<file path="src/rtl/drfm_sdram_pkg.sv">
// drfm_sdram_pkg: command encodings, arbiter states and default sizes shared by the SDRAM port arbiter
package drfm_sdram_pkg;
    localparam logic [1:0] CMD_NOP     = 2'd0;
    localparam logic [1:0] CMD_WRITE   = 2'd1;
    localparam logic [1:0] CMD_READ    = 2'd2;
    localparam logic [1:0] CMD_REFRESH = 2'd3;

    localparam int DEF_ADDR_W           = 25;
    localparam int DEF_DATA_W           = 16;
    localparam int DEF_REFRESH_INTERVAL = 780;

    typedef enum logic [1:0] {ST_IDLE, ST_CMD, ST_WAIT} state_t;
endpackage

</file>
<file path="src/rtl/sdram_refresh_timer.sv">
// sdram_refresh_timer: periodic refresh tick with pending flag and sticky missed-deadline flag
//   CLK, reset_n : clock, asynchronous active-low reset
//   clear        : the pending refresh has been accepted by the controller
//   tick         : one-cycle pulse every REFRESH_INTERVAL cycles
//   pending      : a refresh is owed to the controller
//   miss         : sticky, a tick arrived while a refresh was still owed
module sdram_refresh_timer
    import drfm_sdram_pkg::*;
#(
    parameter int REFRESH_INTERVAL = DEF_REFRESH_INTERVAL
) (
    input  logic CLK,
    input  logic reset_n,
    input  logic clear,
    output logic tick,
    output logic pending,
    output logic miss
);
    localparam int CNT_W = $clog2(REFRESH_INTERVAL + 1);
    localparam logic [CNT_W-1:0] RELOAD = CNT_W'(REFRESH_INTERVAL - 1);

    logic [CNT_W-1:0] cnt_q, cnt_d;
    logic pending_q, pending_d, miss_q, miss_d;

    always_comb begin
        tick      = cnt_q == '0;
        cnt_d     = tick ? RELOAD : cnt_q - 1'b1;
        // a tick landing on the clear cycle re-arms the flag
        pending_d = tick | (pending_q & ~clear);
        miss_d    = miss_q | (tick & pending_q);
    end

    always_ff @(posedge CLK or negedge reset_n) begin
        if (!reset_n) begin
            cnt_q     <= RELOAD;
            pending_q <= 1'b0;
            miss_q    <= 1'b0;
        end else begin
            cnt_q     <= cnt_d;
            pending_q <= pending_d;
            miss_q    <= miss_d;
        end
    end

    assign pending = pending_q;
    assign miss    = miss_q;
endmodule

</file>
<file path="src/rtl/sdram_port_arbiter.sv">
// sdram_port_arbiter: shares the SDRAM controller command port between write, read and auto-refresh
//   wr_req/wr_addr/wr_data -> wr_ack     : capture path, level request held until ack
//   rd_req/rd_addr -> rd_ack/rd_valid/rd_data : playback path, data registered one cycle after ctl_done
//   ctl_cmd/ctl_addr/ctl_wdata/ctl_start : command to controller, accepted on ctl_start & ctl_ready
//   ctl_done/ctl_rdata                   : completion pulse and read data from controller
//   refresh_miss                         : sticky missed refresh deadline
module sdram_port_arbiter
    import drfm_sdram_pkg::*;
#(
    parameter int ADDR_W           = DEF_ADDR_W,
    parameter int DATA_W           = DEF_DATA_W,
    parameter int REFRESH_INTERVAL = DEF_REFRESH_INTERVAL
) (
    input  logic              CLK,
    input  logic              reset_n,
    input  logic              wr_req,
    input  logic [ADDR_W-1:0] wr_addr,
    input  logic [DATA_W-1:0] wr_data,
    output logic              wr_ack,
    input  logic              rd_req,
    input  logic [ADDR_W-1:0] rd_addr,
    output logic              rd_ack,
    output logic              rd_valid,
    output logic [DATA_W-1:0] rd_data,
    output logic [1:0]        ctl_cmd,
    output logic [ADDR_W-1:0] ctl_addr,
    output logic [DATA_W-1:0] ctl_wdata,
    output logic              ctl_start,
    input  logic              ctl_ready,
    input  logic              ctl_done,
    input  logic [DATA_W-1:0] ctl_rdata,
    output logic              refresh_miss
);
    state_t            state_q, state_d;
    logic [1:0]        cmd_q, cmd_d;
    logic [ADDR_W-1:0] addr_q, addr_d;
    logic [DATA_W-1:0] wdata_q, wdata_d, rd_data_q, rd_data_d;
    logic              last_rd_q, last_rd_d, rd_valid_q, rd_valid_d;
    logic              tick, pending, accept, grant_rd, refresh_clear;

    sdram_refresh_timer #(.REFRESH_INTERVAL(REFRESH_INTERVAL)) u_timer (
        .CLK     (CLK),
        .reset_n (reset_n),
        .clear   (refresh_clear),
        .tick    (tick),
        .pending (pending),
        .miss    (refresh_miss)
    );

    assign accept        = (state_q == ST_CMD) & ctl_ready;
    assign refresh_clear = accept & (cmd_q == CMD_REFRESH);
    // under contention the port not served last wins
    assign grant_rd      = rd_req & (~wr_req | ~last_rd_q);

    always_comb begin
        state_d    = state_q;
        cmd_d      = cmd_q;
        addr_d     = addr_q;
        wdata_d    = wdata_q;
        last_rd_d  = last_rd_q;
        rd_data_d  = rd_data_q;
        rd_valid_d = 1'b0;
        case (state_q)
            ST_IDLE: begin
                if (pending | tick) begin
                    cmd_d   = CMD_REFRESH;
                    addr_d  = '0;
                    wdata_d = '0;
                    state_d = ST_CMD;
                end else if (wr_req | rd_req) begin
                    cmd_d   = grant_rd ? CMD_READ : CMD_WRITE;
                    addr_d  = grant_rd ? rd_addr : wr_addr;
                    wdata_d = grant_rd ? '0 : wr_data;
                    state_d = ST_CMD;
                end
            end
            ST_CMD: begin
                if (ctl_ready) begin
                    state_d   = ST_WAIT;
                    last_rd_d = (cmd_q == CMD_REFRESH) ? last_rd_q : (cmd_q == CMD_READ);
                end
            end
            ST_WAIT: begin
                if (ctl_done) begin
                    state_d    = ST_IDLE;
                    cmd_d      = CMD_NOP;
                    rd_valid_d = cmd_q == CMD_READ;
                    rd_data_d  = (cmd_q == CMD_READ) ? ctl_rdata : rd_data_q;
                end
            end
            default: state_d = ST_IDLE;
        endcase
    end

    always_ff @(posedge CLK or negedge reset_n) begin
        if (!reset_n) begin
            state_q    <= ST_IDLE;
            cmd_q      <= CMD_NOP;
            addr_q     <= '0;
            wdata_q    <= '0;
            last_rd_q  <= 1'b1;
            rd_data_q  <= '0;
            rd_valid_q <= 1'b0;
        end else begin
            state_q    <= state_d;
            cmd_q      <= cmd_d;
            addr_q     <= addr_d;
            wdata_q    <= wdata_d;
            last_rd_q  <= last_rd_d;
            rd_data_q  <= rd_data_d;
            rd_valid_q <= rd_valid_d;
        end
    end

    assign ctl_start = state_q == ST_CMD;
    assign ctl_cmd   = cmd_q;
    assign ctl_addr  = addr_q;
    assign ctl_wdata = wdata_q;
    assign wr_ack    = accept & (cmd_q == CMD_WRITE);
    assign rd_ack    = accept & (cmd_q == CMD_READ);
    assign rd_valid  = rd_valid_q;
    assign rd_data   = rd_data_q;
endmodule

</file>
<file path="config.mk">
export PLATFORM = sky130hd
export DESIGN_NAME = sdram_port_arbiter
export DESIGN_NICKNAME = d
export VERILOG_FILES = /design/src/rtl/drfm_sdram_pkg.sv /design/src/rtl/sdram_refresh_timer.sv /design/src/rtl/sdram_port_arbiter.sv
export SDC_FILE = /design/constraint.sdc
export NUM_CORES = 1
export LEC_CHECK = 0
export ABC_AREA = 1
export CORE_ASPECT_RATIO = 0.6
export CORE_UTILIZATION = 38
export DETAILED_ROUTE_END_ITERATION = 6
export PLACE_DENSITY = 0.76
export SLEW_MARGIN = 20
export SYNTH_ARGS = -nofsm -noshare
export SYNTH_HDL_FRONTEND = slang
export SYNTH_SLANG_ARGS = --single-unit
</file>
<file path="constraint.sdc">
create_clock -name CLK -period 1.7 [get_ports CLK]
set_clock_uncertainty 0.2 [all_clocks]
set_input_delay 0.255 -clock CLK [delete_from_list [all_inputs] [get_ports CLK]]
set_output_delay 0.255 -clock CLK [all_outputs]
set_load 0.01 [all_outputs]
</file>
After elaboration in Yosys (flattened, before gate mapping)
Index checks and enable logic that the tools add are counted.

Add/subtract/negate cells: 1. Equality and inequality tests: 8. Muxes and demuxes: 18. Bitwise gates (word level): 16. Reduce and logical (&&, ||, !) cells: 9.

Operator list (count): 25-bit 2-to-1 mux (3); 16-bit 2-to-1 mux (3); 2-bit 2-to-1 mux (7); 3-bit AND reduction (4); 10-bit logical NOT (1); 10-bit 2-to-1 mux (1); 10-bit by 1-bit subtractor with 10-bit output, second input constant (1); 1-bit AND (7); 2-bit == test, second input constant (3); 2-bit one-hot mux with 3 select lines (1); 1-bit bitwise OR (5); 2-bit by 1-bit == test with 1-bit output, second input constant (2); 1-bit NOT (4); 2-bit one-hot mux with 2 select lines (1); 2-bit nonzero test (2); 3-bit inequality test, second input constant (1); 2-bit logical NOT (1); 1-bit 2-to-1 mux (2); 2-bit by 1-bit inequality test with 1-bit output, second input constant (1); 2-bit inequality test, second input constant (1); 2-bit AND reduction (1).

Bits in registers: 75. Output and inout bits: 64. Word-level logic and storage cells: 62.

Depth between registers and ports, before layout
Gate-level depths: netlist of the first run.

Depth after elaboration: 7. Mapped depth: 11. Gate-level depth less buffers: 10.

By module
Synthesis of the first run repeated with hierarchy kept, for this count alone.

Cell total of the unflattened synthesis: 439. Area total of the unflattened synthesis: 3626.0 um^2.

Modules (own cells, without submodules): sdram_port_arbiter (instances 1, cells each 366, area an instance 2985.4 um^2, sequential area each 1577.8 um^2); sdram_refresh_timer (instances 1, cells each 73, area an instance 640.6 um^2, sequential area each 306.5 um^2).

Worst setup path before layout of the first run
No wires, ideal clock.

Path type: register -> register. Start point: register u_timer.cnt_q[0]. End point: register addr_q[10] (netlist: ctl_addr[10]). Arrival time: 1.537 ns. Data required time: 1.384 ns. Slack: -0.153 ns. Cell stages (with the launch flop): 12. Path buffers: 1. Period minus slack after synthesis: 1.853 ns. Cells stage by stage: dfstp_2 inv_1 ha_1 nand2_2 nor2_4 nand3_2 nand3_2 nand2_2 clkinv_2 buf_6 nand2_1 nand2_1.

Word-level cells in the longest chain between the ends: 4. Elaborated cells between the ends (all ways): 5.

Ends and longest elaborated chain: from (decl) (RTL line sdram_refresh_timer.sv:22) `logic [CNT_W-1:0] cnt_q, cnt_d;`; from (signal assigned) (RTL line sdram_refresh_timer.sv:39) `cnt_q <= cnt_d;`; 10-bit logical NOT * (RTL line sdram_refresh_timer.sv:26) `tick = cnt_q == '0;`; 1-bit bitwise OR * (RTL line sdram_port_arbiter.sv:65) `if (pending | tick) begin`; 2-bit nonzero test (no source line); 2-bit AND reduction (no source line); to (signal assigned) (RTL line sdram_port_arbiter.sv:107) `addr_q <= addr_d;`; to (decl) (RTL line sdram_port_arbiter.sv:36) `logic [ADDR_W-1:0] addr_q, addr_d;`.

Every way passes the cells marked *; elsewhere a longest branch is shown, timed or not. A chain may end at the register's enable or synchronous reset.

Final worst setup path of the first run
Start point: register u_timer.cnt_q[1]. End point: register wdata_q[11] (netlist: ctl_wdata[11]).

Word-level cells in the longest chain between the ends: 4. Elaborated cells between the ends (all ways): 5.

Ends and longest elaborated chain: 10-bit logical NOT * (RTL line sdram_refresh_timer.sv:26); 1-bit bitwise OR * (RTL line sdram_port_arbiter.sv:65); 2-bit nonzero test (no source line); 2-bit AND reduction (no source line); to (signal assigned) (RTL line sdram_port_arbiter.sv:108) `wdata_q <= wdata_d;`; to (decl) (RTL line sdram_port_arbiter.sv:37) `logic [DATA_W-1:0] wdata_q, wdata_d, rd_data_q, rd_data_d;`.

Marks and branches as above.

==> results of run 1 <==
sequential cells by signal (all words and copies together) (netlist names):
name             count
ctl_cmd              2
ctl_addr            25
ctl_wdata           16
state_q              2
last_rd_q            1
u_timer.miss         1
u_timer.cnt_q       10
rd_valid             1
u_timer.pending      1
rd_data             16
cell usage after synthesis (all sizes together):
cell type | number | area (sq um)
nand2 | 138 | 526
nor2 | 13 | 66.3
nand4 | 17 | 106
inv | 13 | 48.8
a21oi | 28 | 140
dfrtp | 69 | 1730
dfstp | 6 | 158
nor3 | 1 | 5.00
or2 | 1 | 6.26
mux2 | 16 | 180
clkinv | 2 | 8.75
o31ai | 1 | 7.51
clkbuf | 4 | 15.0
ha | 1 | 12.5
buf | 21 | 129
a21boi | 1 | 7.51
xor2 | 2 | 17.5
o21bai | 1 | 7.51
o21ai | 24 | 120
nand3 | 38 | 200
final cells by class:
cell class / instances / area (sq um)
fill: 666 / 2720
multi-input combinational: 282 / 1520
sequential: 75 / 1880
timing repair inverter: 1 / 11.3
tap: 112 / 140
timing repair buffer: 194 / 2070
clock inverter: 4 / 50.0
clock buffer: 11 / 253
inverter: 15 / 82.6
final timing paths:
path / start / endpoint / slack, ps / cells after the start
max: u_timer.cnt_q[1] / ctl_wdata[11] / -150 / 11
min: reset_n / ctl_addr[3] / 210 / 2
max reg2reg: u_timer.cnt_q[1] / ctl_wdata[11] / -150 / 11
min reg2reg: ctl_addr[23] / ctl_addr[23] / 270 / 2
max in group asynchronous: reset_n / ctl_addr[11] / 530 / 3
min in group CLK: ctl_addr[23] / ctl_addr[23] / 270 / 2
timing repair:
action | 4_1_cts | 5_1_grt
resized for setup | 57 | 47
hold endpoints to repair | 27 | 0
cloned | 2 | 3
setup buffers | 7 | 4
pin swaps | 2 | 5
endpoints found under the setup margin | 70 | 100
hold buffers | 1 | 0
stage by stage:
| step | setup WS (ps) | setup TNS, ps |
|---|---|---|
| after CTS | -125 | -3860 |
| after global placement | -333 | -7890 |
| after global routing | -246 | -9650 |
| after detailed placement | -348 | -10100 |
| final | -152 | -4880 |
| after floorplan | -25.2 | -510 |
worst register-to-register path, cell delays in order, from the launching register on:
cell and delay, ps:
dfstp_2 540, inv_2 50, ha_4 160, nand2_4 60, nor2_4 40, nand3_4 90
nand3_4 90, nand2_4 90, buf_12 170, clkbuf_16 170, nand2_1 50, o21ai_1 70
placed cells by master (no fill, tap or decap), types with 11 or more instances in the layout:
master           synthesis  final
nand4_1                 17     17
dlygate4sd2_1            0     21
mux2_2                  16     13
nand2_1                135    125
a21oi_1                 28     28
clkdlybuf4s50_1          0     93
dfrtp_1                 69     69
clkbuf_16                0     11
buf_4                    2     27
o21ai_1                 16     15
nand3_1                 36     33
dlymetal6s2s_1           0     33
power breakdown:
group | leakage, uW | internal, uW | switching, uW
sequential | 0.000935 | 2470 | 380
clock | 0.000144 | 1200 | 707
combinational | 0.00213 | 2340 | 2270
total | 0.00320 | 6010 | 3360
cells by family after synthesis:
group / count (synthesis)
xor+xnor: 2
mux: 16
simple gates: 208
flops: 75
fa+ha+maj: 1
compound gates: 55
buf+inv: 40
per-layer routing:
metal / share of wire (%) / vias to the layer above / routed length, um
li1: - / 1679 / -
met1: 43 / 1681 / 4930
met2: 47 / 154 / 5350
met3: 9.1 / 17 / 1050
met4: 1.1 / 0 / 129
met5: 0 / - / 0
==> metrics.md, run 1 <==
| Metric | Value |
|---|---|
| WL/cell | `16.5 um` |
| Syn_nets | `486` |
| Largest family of logic cells by synthesized area | `simple AND/OR/NAND/NOR gates` |
| Hold_ws | `208 ps` |
| Leakage | `0.00320 uW` |
| Worst hold path class | `input port to asynchronous set/reset pin` |
| Met2 Track Usage GR | `39.6%` |
| Crit start category | `flop` |
| CP Class | `flop to flop` |
| CTS Root Cell | `clkbuf_16` |
| Post-synthesis compound-gate area fraction | `8.11%` |
| Post-DP HPWL | `7610 um` |
| Worst stage delay on the critical path | `about 540 ps` |
| Top Usage Layer GRT | `met2` |
| CTS Sinks | `75` |
| Post-layout net count | `between 600 and 700` |
| Req. time, crit path | `1760 ps` |
| Post-place instance area | `roughly 5300 sq um` |
| CTS max path bufs | `2` |
| Tot Pwr | `9370 uW` |
| Core Footprint | `8720 sq um` |
| Maximum level of the CTS H-tree | `3` |
| Diodes inserted | `0` |
| Finished Core Util | `68.9%` |
| Via density | `5.09` |
| First-pass GRT wire length | `17500 um` |
| Crit path buffers/inverters | `3` |
| GPL Wtd Cong | `between 0.8 and 0.9` |
| Final ANT Viol Nets | `0` |
| Arrival @ worst endpoint | `1910 ps` |
| Design Area, Final | `6000 sq um` |
| Peak Freq | `between 500 and 600 MHz` |
| Netlist cell types | `29` |
| Status | `complete, but fails checks` |
| Mapped Cells | `397` |
| Unrepaired setup endpoints after global routing | `yes` |
| Post-route setup slack | `-152 ps` |
| Final Non-Filler Cells | `694` |
| Least-Margin Pin Slew | `approximately 430 ps` |
| Final Max Slew Viols | `0` |
| Remaining DRCs | `14` |
| Via count | `3531` |
| Die X | `126 um` |
| Failing checks | `DRC, setup timing` |
| Io pins | `152` |
| Initial Util | `between 40 and 50%` |
| Flops & latches, synth | `75` |
| GR Overflow Total | `0` |
| DRT Pass-1 Iters | `7` |
| Syn-to-layout area delta | `72.1%` |
| WL final | `11500 um` |
| Hold Violations, Final | `0` |
| Sequential fraction of the synthesis area | `54.0%` |
| Simple-gate share of the synthesized area | `26.1%` |
| Mux contribution to synthesized area | `5.16%` |
| Period utilization | `109%` |
| Max cap viols | `0` |
| Detailed router's first-iteration violation count | `between 150 and 200` |
| IR drop worst, VDD | `a little under 0.0009 V` |
| Port Buffers | `151` |
| DIE AREA | `9580 sq um` |
| CP Capture Type | `flop` |
| Die height | `approximately 76 um` |
| Dpl cells | `664` |
| Setup violations, final | `between 40 and 50` |
| Biggest fanout along the worst timing path | `8` |
| Post-layout min period | `between 1500 and 2000 ps` |
| Row cnt | `26` |
| GRT met1 Usage | `~29%` |
| Pwr Density | `roughly 1600 nW/um^2` |
| CTS tree | `yes` |
| Ys Warns | `0` |
| GRT Resource Usage Total | `23.7%` |
| XOR/XNOR Fraction of Synth Area | `0.502%` |
| Worst-path clk slew | `about 60 ps` |
| Mapped cell area | `roughly 3500 sq um` |
| Worst slew margin | `71.5%` |
| Critical Path Slowest Stage Cell | `dfstp_2` |
| Worst-Skew Late Latency | `about 330 ps` |
| CP Cell Sequence | `inv_2 > ha_4 > nand2_4 > nor2_4 > nand3_4 > nand3_4 > nand2_4 > buf_12 > clkbuf_16 > nand2_1 > o21ai_1` |
| Met3 Track Usage GR | `8.71%` |
| Synthesized area per cell | `8.79 sq um` |
| Number of antenna violations at the first check in global routing | `0` |
| Crit-path leading delay family | `flip-flops` |
| Vias in the first global route | `roughly 3500` |
| Layout cells sized above 1 | `20.6%` |
| Pin count of the biggest net entering global routing | `33` |
| Num CTS Buffers | `9` |
| Adder-cell share of the synthesized area | `0.359%` |
(Power assumes the default switching activity.)
==> run 2, diff against run 1 <==
--- a/config.mk
+++ b/config.mk
@@ -6,7 +6,6 @@
 export NUM_CORES = 1
 export LEC_CHECK = 0
 export ABC_AREA = 1
-export CORE_ASPECT_RATIO = 0.6
 export CORE_UTILIZATION = 38
 export DETAILED_ROUTE_END_ITERATION = 6
 export PLACE_DENSITY = 0.76
==> constraint.sdc (replaced) <==
create_clock -name CLK -period 1.65 [get_ports CLK]
set_clock_uncertainty 0.2 [all_clocks]
set_input_delay 0.2475 -clock CLK [delete_from_list [all_inputs] [get_ports CLK]]
set_output_delay 0.2475 -clock CLK [all_outputs]
set_load 0.01 [all_outputs]
==> metrics.md, run 2 (synthesis gave the netlist of run 1 again) <==
| Metric | Value |
|---|---|
| Failing checks | `DRC, setup timing` |
| Setup violations, final | `58 (+29%)` |
| Post-route setup slack | `-172 ps (-19.2 ps)` |
| FILL cells | `695 (+4.4%)` |
| Max reg flops | `25 (unchanged)` |
| CTS Sinks | `75 (unchanged)` |
| Hold Violations, Final | `0 (unchanged)` |
| Req. time, crit path | `1680 ps (-80 ps)` |
| Die height | `97.8 um (+28%)` |
| Number of antenna violations at the first check in global routing | `0 (unchanged)` |
| Remaining DRCs | `20 (+6)` |
| Via count | `3486 (-1.3%)` |
| Syn-to-layout area delta | `72.1% (about the same)` |
| Layout cells sized above 1 | `25.5% (+4.9 points)` |
| Crit start category | `flop` |
| Die X | `97.8 um (-22%)` |
| Tot Pwr | `9400 uW (+0.33%)` |
| Unrepaired setup endpoints after global routing | `yes` |
| Post-layout net count | `676 (+1.3%)` |
| Leakage | `0.00292 uW (-8.8%)` |
| CP Class | `flop to flop` |
| Most common cell after layout, fill and taps aside | `nand2_1` |
| Diodes inserted | `0 (unchanged)` |
| WL final | `10800 um (-5.7%)` |
| Final setup TNS | `-6150 ps (-1270 ps)` |
| Via density | `4.98 (-2.1%)` |
| DRT Pass-1 Iters | `6 (-1)` |
| Final ANT Viol Nets | `0 (unchanged)` |
| Worst hold path class | `input port to asynchronous set/reset pin` |
| Pwr Density | `1570 nW/um^2 (+0.31%)` |
| Arrival @ worst endpoint | `1850 ps (-60 ps)` |
| CTS max path bufs | `2 (unchanged)` |
| Worst-Skew Late Latency | `340 ps (about the same)` |
| Worst slew margin | `83.3% (+12 points)` |
| CP Capture Type | `flop` |
| CTS Root Cell | `clkbuf_8` |
| Num CTS Buffers | `9 (unchanged)` |
| GRT Resource Usage Total | `22.5% (-1.2 points)` |
| Post-layout min period | `1820 ps (-30.8 ps)` |
| Peak Freq | `549 MHz (+1.7%)` |
| Detailed router's first-iteration violation count | `174 (+1.2%)` |
| Least-Margin Pin Slew | `249 ps (-179 ps)` |
| IR drop worst, VDD | `0.000660 V (-25%)` |
| Worst-path clk slew | `80 ps (+20 ps)` |
| DIE AREA | `9570 sq um (-0.13%)` |
| Biggest fanout along the worst timing path | `8 (unchanged)` |
| Initial Util | `39.6% (-0.40 points)` |
| Most frequent cells in the layout | `nand2_1 (116), clkdlybuf4s50_1 (86), dfrtp_1 (69)` |
| Status | `complete, but fails checks` |
| Core Footprint | `8810 sq um (+1.0%)` |
| GPL Wtd Cong | `0.828 (-1.1%)` |
| Port Buffers | `151 (unchanged)` |
| Row cnt | `34 (+31%)` |
| Period utilization | `110% (+1.4 points)` |
| GR Overflow Total | `0 (unchanged)` |
| Hold_ws | `91.9 ps (-116 ps)` |
| Post-DP HPWL | `7200 um (-5.5%)` |
| Max cap viols | `0 (unchanged)` |
| Io pins | `152 (unchanged)` |
| Pin count of the biggest net entering global routing | `31 (-6.1%)` |
| Final Max Slew Viols | `0 (unchanged)` |
| First-pass GRT wire length | `17000 um (-2.9%)` |
| CTS tree | `yes` |
| Vias in the first global route | `3534 (+1.0%)` |
| Maximum level of the CTS H-tree | `3 (unchanged)` |
| WL/cell | `15.4 um (-6.5%)` |
==> run 2: what timing repair did <==
| item | CTS | global route |
|---|---|---|
| setup endpoints to repair | 135 | 74 |
| hold buffers | 1 | 0 |
| endpoints found under the hold margin | 73 | 0 |
| gates resized for setup | 120 | 34 |
| buffers inserted | 9 | 1 |
| pin swaps | 5 | 9 |
| cloned | 3 | 4 |
==> run 2: critical path: stages, from the launching register on <==
cell and delay [ps]:
dfstp_2 550, inv_2 50, ha_4 160, nand2_4 60, nor2_4 40, nand3_4 80
nand3_4 140, nand2_8 180, clkbuf_16 180, o21ai_1 70
==> run 2: final cells by class <==
class | count | area, sq um | area share (%)
multi-input combinational | 283 | 1660 | 27.6
tap | 108 | 135 | 2.25
inverter | 15 | 68.8 | 1.15
clock buffer | 9 | 124 | 2.06
sequential | 75 | 1880 | 31.4
timing repair buffer | 202 | 1990 | 33.2
timing repair inverter | 1 | 16.3 | 0.271
clock inverter | 7 | 124 | 2.06
==> run 2: final timing paths <==
path | start | end | slack (ps) | depth (start not counted)
min in group CLK | ctl_addr[21] | ctl_addr[21] | 280 | 2
hold reg to reg | ctl_addr[21] | ctl_addr[21] | 280 | 2
setup / recovery | u_timer.cnt_q[1] | ctl_wdata[11] | -170 | 9
hold / removal | reset_n | ctl_addr[16] | 90 | 2
max in group asynchronous | reset_n | u_timer.cnt_q[8] | 590 | 3
setup reg to reg | u_timer.cnt_q[1] | ctl_wdata[11] | -170 | 9
==> run 2: metrics by stage <==
stage                     util (%)  worst slack [ps]  area [sq um]  std cells
final                         68.2              -172          6000        700
after detailed placement      60.6              -348          5340        667
after global routing          68.2              -243          6000        700
after global placement        60.6              -326          5340        667
after floorplan                  -             -75.2          3510        397
after CTS                     66.0              -178          5810        695
==> run 2: power by group <==
part	internal [uW]	total (uW)	leakage, uW	switching [uW]
sequential	2530	2940	0.000935	407
combinational	2350	4730	0.00187	2380
clock	1020	1730	0.000120	710
total	5900	9400	0.00292	3500
==> run 2: metal layers <==
| metal | track usage [%] | vias to the layer above | share of wire, % |
|---|---|---|---|
| met5 | 0 | - | 0 |
| met4 | 8.16 | 0 | 1.5 |
| met3 | 3.65 | 12 | 4.9 |
| met2 | 39.9 | 113 | 51 |
| met1 | 27.7 | 1663 | 42 |
| li1 | - | 1698 | - |
==> run 3, diff against run 2 <==
--- a/config.mk
+++ b/config.mk
@@ -8,6 +8,7 @@
 export ABC_AREA = 1
 export CORE_UTILIZATION = 38
 export DETAILED_ROUTE_END_ITERATION = 6
+export GPL_TIMING_DRIVEN = 0
 export PLACE_DENSITY = 0.76
 export SLEW_MARGIN = 20
 export SYNTH_ARGS = -nofsm -noshare
==> metrics.md, run 3 (synthesis gave the netlist of run 1 again) <==
| Metric | Value |
|---|---|
| Diodes inserted | `0 (unchanged)` |
| Net Sw Power | `3260 uW (-6.8%)` |
| Worst-path clk slew | `80 ps (about the same)` |
| Setup Slack @ Placement | `-484 ps (-137 ps)` |
| Hold Violations, Final | `0 (unchanged)` |
| Most common cell after layout, fill and taps aside | `nand2_1` |
| Vias in the first global route | `3481 (-1.5%)` |
| Core Footprint | `8810 sq um (unchanged)` |
| CTS max path bufs | `2 (unchanged)` |
| Leakage | `0.00288 uW (-1.5%)` |
| FILL cells | `711 (+2.3%)` |
| Cell internal pwr | `5470 uW (-7.3%)` |
| Least-Margin Pin Slew | `438 ps (+189 ps)` |
| Worst reg2reg endpoint | `ctl_addr[20]` |
| Worst r2r src | `u_timer.cnt_q[0]` |
| Remaining DRCs | `20 (unchanged)` |
| Critical Path Slowest Stage Cell | `dfstp_2` |
| Num CTS Buffers | `9 (unchanged)` |
| First-pass GRT wire length | `16600 um (-2.7%)` |
| Final Max Slew Viols | `0 (unchanged)` |
| Comb power frac | `48.4% (-1.9 points)` |
| Arrival @ worst endpoint | `1870 ps (+20 ps)` |
| Port Buffers | `150 (-0.66%)` |
| Most frequent cells in the layout | `nand2_1 (111), clkdlybuf4s50_1 (85), dfrtp_1 (68)` |
| GRT Resource Usage Total | `21.9% (-0.63 points)` |
| Dpl cells | `656 (-1.6%)` |
| Pin count of the biggest net entering global routing | `57 (+84%)` |
| Crit start category | `flop` |
| Via count | `3544 (+1.7%)` |
| Max reg flops | `25 (unchanged)` |
| Worst-Skew Late Latency | `340 ps (about the same)` |
| Biggest fanout along the worst timing path | `7 (-1)` |
| Req. time, crit path | `1680 ps (about the same)` |
| Io pins | `152 (unchanged)` |
| WL final | `10700 um (-0.92%)` |
| Final Non-Filler Cells | `701 (+0.14%)` |
| Final ANT Viol Nets | `0 (unchanged)` |
| DIE AREA | `9570 sq um (unchanged)` |
| Switch share | `37.4% (+0.12 points)` |
| Period utilization | `111% (+0.64 points)` |
| CP Cell Sequence | `inv_2 > ha_4 > nand2_4 > nor2_4 > nand3_4 > nand3_4 > nand2_8 > clkinv_8 > clkbuf_16 > nand2_2 > nand2_1` |
| DRT Pass-1 Iters | `6 (unchanged)` |
| CTS Root Cell | `clkbuf_8` |
| Worst slew margin | `70.8% (-12 points)` |
| Syn-to-layout area delta | `69.0%` |
| GR Overflow Total | `0 (unchanged)` |
| Detailed router's first-iteration violation count | `173 (-0.57%)` |
| Post-DP HPWL | `7350 um (+2.1%)` |
| R2R setup slack | `-180 ps (about the same)` |
| Post-layout net count | `677 (+0.15%)` |
| Row cnt | `34 (unchanged)` |
| CP Capture Type | `flop` |
| Clock share of power | `18.2% (-0.2 points)` |
| CTS tree | `yes` |
| GPL Wtd Cong | `0.802 (-3.2%)` |
| Maximum level of the CTS H-tree | `3 (unchanged)` |
| Layout cells sized above 1 | `25.1% (-0.38 points)` |
| IR drop worst, VDD | `0.000709 V (+7.3%)` |
| Post-route setup slack | `-182 ps (-10.6 ps)` |
| Status | `complete, but fails checks` |
| Final setup TNS | `-6480 ps (-333 ps)` |
| Number of antenna violations at the first check in global routing | `0 (unchanged)` |
| Post-layout min period | `1830 ps (+10.6 ps)` |
| Via density | `5.06 (+1.5%)` |
| Die X | `97.8 um (unchanged)` |
| Failing checks | `DRC, setup timing` |
| Setup violations, final | `60 (+3.4%)` |
| WL/cell | `15.3 um (-1.1%)` |
| Worst r2r path cells | `11 (+2)` |
| Most frequent CP cell | `nand3_4` |
| Initial Util | `39.6% (unchanged)` |
| Worst hold path class | `input port to asynchronous set/reset pin` |
| CP Class | `flop to flop` |
| Peak Freq | `546 MHz (-0.58%)` |
| CTS Sinks | `75 (unchanged)` |
| Flop pwr share | `33.4% (+2.1 points)` |
| Worst stage delay on the critical path | `540 ps (about the same)` |
| Unrepaired setup endpoints after global routing | `yes` |
| Pwr Density | `1480 nW/um^2 (-5.4%)` |
| Max cap viols | `0 (unchanged)` |
| Die height | `97.8 um (unchanged)` |
## run 3: layout make-up
type	instances	area, sq um	area share, %
sequential	75	1890	32.0
timing repair buffer	180	1730	29.3
multi-input combinational	282	1660	28.2
buffer	25	193	3.27
clock buffer	10	138	2.33
tap	108	135	2.29
clock inverter	6	88.8	1.51
inverter	15	68.8	1.17
## run 3: metrics by stage
stage | area (sq um) | total power [uW] | util [%] | hold WS, ps
3_3_place_gp | 5150 | 6720 | 58.5 | 260
3_5_place_dp | 5180 | 6830 | 58.8 | -42.9
5_1_grt | 5900 | 9270 | 67.0 | 149
6_report | 5900 | 8730 | 67.0 | 126
2_1_floorplan | 3510 | 4780 | - | -248
4_1_cts | 5660 | 8400 | 64.2 | 125
## run 3: worst max path at each step
stage | start | end | slack (ps) | cells past startpoint
after floorplan | u_timer.cnt_q[0] | ctl_addr[10] | -80 | 11
after global placement | reset_n | rd_data[11] | -2420 | 1
after detailed placement | wr_req | ctl_addr[21] | -480 | 8
after CTS | u_timer.cnt_q[0] | ctl_addr[10] | -170 | 11
after global routing | u_timer.cnt_q[0] | ctl_addr[20] | -270 | 11
final | u_timer.cnt_q[0] | ctl_addr[20] | -180 | 11
## run 3: metal layers
| layer | vias up | GRT usage, % | routed length, um |
|---|---|---|---|
| li1 | 1697 | - | - |
| met1 | 1697 | 26.5 | 4440 |
| met2 | 132 | 38.5 | 5460 |
| met3 | 18 | 3.79 | 582 |
| met4 | 0 | 9.32 | 230 |
| met5 | - | 0 | 0 |
## run 3: what timing repair did
item | CTS | global route
endpoints found under the setup margin | 128 | 73
setup buffers | 21 | 5
cloned | 0 | 2
pin swaps | 6 | 5
gates resized for setup | 119 | 47
hold buffers | 1 | 0
endpoints found under the hold margin | 69 | 0
## run 3: worst max-delay path, delay by kind of cell (launching register included)
family | cells | cell delay [ps]
fa+ha+maj | 1 | 160
buf+inv | 3 | 290
flops | 1 | 540
simple gates | 7 | 540
## run 3: power by group through the flow
stage / Clock, uW / Sequential [uW] / Combinational (uW)
5_1_grt: 1690 / 3000 / 4580
3_5_place_dp: 0 / 2950 / 3890
4_1_cts: 1620 / 2900 / 3890
2_1_floorplan: 0 / 3210 / 1560
3_3_place_gp: 0 / 2930 / 3790
6_report: 1590 / 2910 / 4220
